### config.mk
export PLATFORM = sky130hd
export DESIGN_NAME = mmu_arbiter
export DESIGN_NICKNAME = d
export VERILOG_FILES = /design/src/rtl/mmu_arbiter.sv
export SDC_FILE = /design/constraint.sdc
export NUM_CORES = 1
export LEC_CHECK = 0
export ABC_AREA = 1
export CORE_UTILIZATION = 40
export DETAILED_ROUTE_END_ITERATION = 10
export PLACE_DENSITY = 0.82
export REMOVE_ABC_BUFFERS = 1
export SYNTH_ARGS = -nofsm -noshare
export SYNTH_HDL_FRONTEND = slang
export SYNTH_SLANG_ARGS = --single-unit
### constraint.sdc
create_clock -name clk -period 2.1 [get_ports clk]
set_input_delay 0.42 -clock clk [delete_from_list [all_inputs] [get_ports clk]]
set_output_delay 0.42 -clock clk [all_outputs]
set_load 0.02 [all_outputs]
### src/rtl/mmu_arbiter.sv
// Two-master arbiter and access sequencer for the mmu data port.
// Grants M0/M1, checks legality, then runs issue -> wait -> respond.
module mmu_arbiter #(
    parameter int MEM_LATENCY = 1,
    parameter bit RR_ENABLE   = 1'b1
) (
    input  logic        clk,
    input  logic        rst_n,
    input  logic        m0_req,
    input  logic        m1_req,
    input  logic        m0_we,
    input  logic        m1_we,
    input  logic [2:0]  m0_funct3,
    input  logic [2:0]  m1_funct3,
    input  logic [31:0] m0_addr,
    input  logic [31:0] m1_addr,
    input  logic [31:0] m0_wdata,
    input  logic [31:0] m1_wdata,
    output logic        m0_ack,
    output logic        m1_ack,
    output logic        m0_err,
    output logic        m1_err,
    output logic [31:0] m0_rdata,
    output logic [31:0] m1_rdata,
    output logic        mmu_load_enable,
    output logic        mmu_store_enable,
    output logic        mmu_is_lb,
    output logic        mmu_is_lbu,
    output logic        mmu_is_lh,
    output logic        mmu_is_lhu,
    output logic        mmu_is_lw,
    output logic        mmu_is_sb,
    output logic        mmu_is_sh,
    output logic        mmu_is_sw,
    output logic [31:0] mmu_address,
    output logic [31:0] mmu_data_in,
    input  logic [31:0] mmu_data_out,
    output logic        busy
);

    localparam logic [1:0] S_IDLE  = 2'd0;
    localparam logic [1:0] S_ISSUE = 2'd1;
    localparam logic [1:0] S_WAIT  = 2'd2;
    localparam logic [1:0] S_RESP  = 2'd3;

    localparam logic [3:0] LAST_CNT = 4'(MEM_LATENCY - 1);

    logic [1:0]  state_q, state_d;
    logic        id_q, id_d;
    logic        last_q, last_d;
    logic        we_q, we_d;
    logic [2:0]  f3_q, f3_d;
    logic [31:0] addr_q, addr_d;
    logic [31:0] wdata_q, wdata_d;
    logic        err_q, err_d;
    logic [31:0] rdata_q, rdata_d;
    logic [3:0]  cnt_q, cnt_d;

    logic        sel_m1;
    logic        sel_we;
    logic [2:0]  sel_f3;
    logic [31:0] sel_addr;
    logic [31:0] sel_wdata;
    logic        f3_ok;
    logic        align_ok;

    // Pick the winner and judge whether its access is legal.
    always_comb begin
        sel_m1    = m1_req && (!m0_req || (RR_ENABLE && !last_q));
        sel_we    = sel_m1 ? m1_we     : m0_we;
        sel_f3    = sel_m1 ? m1_funct3 : m0_funct3;
        sel_addr  = sel_m1 ? m1_addr   : m0_addr;
        sel_wdata = sel_m1 ? m1_wdata  : m0_wdata;
        case (sel_f3)
            3'b000, 3'b001, 3'b010: f3_ok = 1'b1;
            3'b100, 3'b101:         f3_ok = !sel_we;
            default:                f3_ok = 1'b0;
        endcase
        case (sel_f3[1:0])
            2'b01:   align_ok = !sel_addr[0];
            2'b10:   align_ok = (sel_addr[1:0] == 2'b00);
            default: align_ok = 1'b1;
        endcase
    end

    // Sequencer next state: latch in IDLE, count in WAIT, respond once.
    always_comb begin
        state_d = state_q;
        id_d    = id_q;
        last_d  = last_q;
        we_d    = we_q;
        f3_d    = f3_q;
        addr_d  = addr_q;
        wdata_d = wdata_q;
        err_d   = err_q;
        rdata_d = rdata_q;
        cnt_d   = cnt_q;
        case (state_q)
            S_IDLE: begin
                if (m0_req || m1_req) begin
                    id_d    = sel_m1;
                    last_d  = sel_m1;
                    we_d    = sel_we;
                    f3_d    = sel_f3;
                    addr_d  = sel_addr;
                    wdata_d = sel_wdata;
                    rdata_d = '0;
                    cnt_d   = '0;
                    err_d   = !(f3_ok && align_ok);
                    state_d = (f3_ok && align_ok) ? S_ISSUE : S_RESP;
                end
            end
            S_ISSUE: begin
                cnt_d   = '0;
                state_d = S_WAIT;
            end
            S_WAIT: begin
                if (cnt_q == LAST_CNT) begin
                    if (!we_q) rdata_d = mmu_data_out;
                    state_d = S_RESP;
                end else begin
                    cnt_d = cnt_q + 4'd1;
                end
            end
            default: state_d = S_IDLE;
        endcase
    end

    // State registers; pointer resets so that M0 wins the first tie.
    always_ff @(posedge clk or negedge rst_n) begin
        if (!rst_n) begin
            state_q <= S_IDLE;
            id_q    <= 1'b0;
            last_q  <= 1'b1;
            we_q    <= 1'b0;
            f3_q    <= '0;
            addr_q  <= '0;
            wdata_q <= '0;
            err_q   <= 1'b0;
            rdata_q <= '0;
            cnt_q   <= '0;
        end else begin
            state_q <= state_d;
            id_q    <= id_d;
            last_q  <= last_d;
            we_q    <= we_d;
            f3_q    <= f3_d;
            addr_q  <= addr_d;
            wdata_q <= wdata_d;
            err_q   <= err_d;
            rdata_q <= rdata_d;
            cnt_q   <= cnt_d;
        end
    end

    logic act;
    logic ld;
    logic st;
    logic resp;

    // Decode mmu strobes and master responses from the current state.
    always_comb begin
        act  = (state_q == S_ISSUE) || (state_q == S_WAIT);
        ld   = act && !we_q;
        st   = (state_q == S_ISSUE) && we_q;
        resp = (state_q == S_RESP);
        mmu_load_enable  = ld;
        mmu_store_enable = st;
        mmu_is_lb   = ld && (f3_q == 3'b000);
        mmu_is_lh   = ld && (f3_q == 3'b001);
        mmu_is_lw   = ld && (f3_q == 3'b010);
        mmu_is_lbu  = ld && (f3_q == 3'b100);
        mmu_is_lhu  = ld && (f3_q == 3'b101);
        mmu_is_sb   = st && (f3_q == 3'b000);
        mmu_is_sh   = st && (f3_q == 3'b001);
        mmu_is_sw   = st && (f3_q == 3'b010);
        mmu_address = act ? addr_q : '0;
        mmu_data_in = (act && we_q) ? wdata_q : '0;
        m0_ack   = resp && !id_q;
        m1_ack   = resp && id_q;
        m0_err   = m0_ack && err_q;
        m1_err   = m1_ack && err_q;
        m0_rdata = m0_ack ? rdata_q : '0;
        m1_rdata = m1_ack ? rdata_q : '0;
        busy     = (state_q != S_IDLE);
    end

endmodule
==> metrics.txt <==
status complete, but fails checks; violated checks negative setup slack; CP startpoint kind flip-flop; drt drc 0; Row Count 44; Detailed Route Iter0 Violations 275; detailed-route wire length per cell 15.6 um; cell accounting for the most synthesized area dfrtp_1; Mapped Avg Cell Area 7.43 sq um; worst path arrival time 1.77 ns; fin crit share 1.04; CTS tree built; Via density 4.99; worst setup margin -0.0890 ns; Worst Setup Path Type reg2out; commonest non-fill, non-tap cell in the layout clkdlybuf4s50_1; reg2reg end rdata_q[2]; reg2reg setup slack 0.36 ns; DIE AREA 15300 sq um; Antenna Nets Post-Route 0; Pwr Total 13.6 mW; Fin Clk Skew 0.00462 ns; pwr dens 1450 nW/um^2; vias post-DR 6455; clk sinks 109; Slew headroom 0.676; post-synthesis cell type count 31; Peak supply drop 699 uV; met1 Use GR 0.274; total congestion overflow 0; maximum clock rate 457 MHz; final count of negative-setup-slack endpoints 20; busiest grt layer met2; XOR/XNOR Fraction of Synth Area 0.00148; CP Capture Point mmu_data_in[15]; largest net degree at the start of global routing 48; Reg2Reg Depth 8; Port Buf Inserts 314; CP endpoint kind output pin; GR Layer Usage met3 0.0521; Synth Register Bits 109; Synth area leaders dfrtp_1 (46%), nor2_1 (11%), o21ai_0 (8.5%); post-layout util 0.650; CORE AREA 14500 sq um; initial antenna violation count 0; Hold WS 0.0329 ns; post-synthesis adder-cell area fraction 0.0148; CTS Root Cell clkbuf_16; Storage cell area 2730 sq um; Worst Setup SP state_q[0]; Seq/Total Area, Yosys 0.462; Compound-Gate Fraction of Synth Area 0.165; final net count 1284; vias in the first global route 5972; Max clock buf depth 2; mux cell area share after synthesis 0; Synth Area in Simple Gates 0.229; H-tree depth 3; Post-Route WL 20200 um; Slew Limit Fails 0; post-synthesis cell count 795; CP required 1.68 ns; Pleak 4.73 nW; Die Wd 124 um; Final Critical Period 2.19 ns; reg-to-reg critical path startpoint state_q[0]; GRT met2 Usage 0.457; layout cell share with drive strength beyond 1 0.220; Synth top area share 0.457; Initial Util 0.408; RSZ-0062 raised after global routing true; Syn-to-layout area delta 59.3%; Skew-Pair Late Insertion Delay 0.35 ns; synth warn 0; first-pass GRT wire length 29100 um; most frequent cells in the layout clkdlybuf4s50_1 (170), nor2_1 (150), inv_1 (118); clk slew on worst S/H paths 0.07 ns; I/O Pins 315; die height 124 um; Min-Delay Path Class in2async; detailed placer's ending HPWL 14200 um; CTS buffer count 9; Tot GR Track Use 0.249; 1st-pass router iterations 5; final-layout fill cell count 1277; transition time of the tightest slew-check pin 0.487 ns; Final Hold Fails 0; ANT cells 0; final RePlAce weighted congestion 0.838; largest family of logic cells by synthesized area simple AND/OR/NAND/NOR gates; CP max FO 8; area of the multi-input gates 2610 sq um; max-cap violation count 0; Cell Area, Synth 5910 sq um
-- layer usage --
metal	vias to the layer above	routed length [um]
li1	3115	-
met1	3029	7730
met2	267	10400
met3	44	1430
met4	0	633
met5	-	0
-- repair_timing --
action                     CTS  global route
hold buffers                 0             0
resized for setup          505           161
hold endpoints to repair     0             0
pin swaps                    1             1
setup buffers                1             1
setup endpoints to repair  143           135
cloned                       2             3
-- cell type report --
type / count / area share
repair buffers: 351 / 0.332
flip-flops and latches: 109 / 0.290
multi-input cells: 510 / 0.277
inverters: 124 / 0.0494
clock buffers: 13 / 0.0266
well taps: 184 / 0.0244
clock inverters: 2 / 0.00106
-- power by group --
part / internal (mW) / leakage [nW] / switching (mW)
logic: 3.33 / 3.24 / 5.21
clock network: 0.829 / 0.129 / 0.738
registers: 3.08 / 1.36 / 0.457
-- metrics by stage --
step	instance area [sq um]	setup TNS, ns	cells	setup WS (ns)
final	9420	-0.475	1293	-0.0890
after global routing	9420	-3.23	1293	-0.124
after CTS	9460	-0.154	1289	-0.0788
after detailed placement	9360	-6.49	1271	-0.319
after global placement	9360	-2.13	1271	-0.139
after floorplan	5620	-135.39	743	-1.86
-- state kept, by name, summed over array words and instances, names as in the netlist --
name / cells
addr_q: 32
rdata_q: 32
wdata_q: 32
cnt_q: 4
f3_q: 3
state_q: 2
err_q: 1
id_q: 1
last_q: 1
we_q: 1
-- worst max-delay path: stages (launching register included) --
cell,delay [ns]
dfrtp_1,0.37
inv_2,0.06
ha_4,0.28
buf_4,0.14
nand2_8,0.07
clkbuf_16,0.18
nor2_1,0.13
buf_4,0.17
-- synthesized netlist by cell type --
library cell,number
nor2_1,170
inv_1,121
dfrtp_1,108
o21ai_0,100
nand2_1,97
nand3_1,47
o22ai_1,32
o21ai_1,26
clkbuf_1,25
buf_4,12
buf_2,10
o21ai_2,10
ha_1,7
buf_6,5
inv_2,3
nand3b_1,3
nand2_4,2
nand3_2,2
nand4_1,2
nor4_1,2
a211oi_4,1
a21oi_2,1
a21oi_4,1
a31oi_1,1
dfstp_2,1
nand2_2,1
nor2_2,1
nor3_1,1
nor3b_1,1
o31ai_1,1
xor2_1,1
-- cell families after synthesis --
group,after synthesis
buffers and inverters,176
flip-flops,109
AND/OR/NAND/NOR,329
AO/OA/AOI/OAI,173
XOR/XNOR,1
adder cells (fa/ha/maj),7
-- worst min-delay path by stage --
| stage | start | end | slack, ns | depth (start not counted) |
|---|---|---|---|---|
| 2_1_floorplan | rst_n | addr_q[0] | 0.12 | 0 |
| 3_3_place_gp | rst_n | rdata_q[26] | 0.41 | 1 |
| 3_5_place_dp | rst_n | rdata_q[26] | 0.41 | 1 |
| 4_1_cts | rst_n | rdata_q[26] | 0.04 | 1 |
| 5_1_grt | rst_n | rdata_q[6] | 0.07 | 1 |
| 6_report | rst_n | rdata_q[26] | 0.03 | 1 |
(Power assumes the default switching activity.)
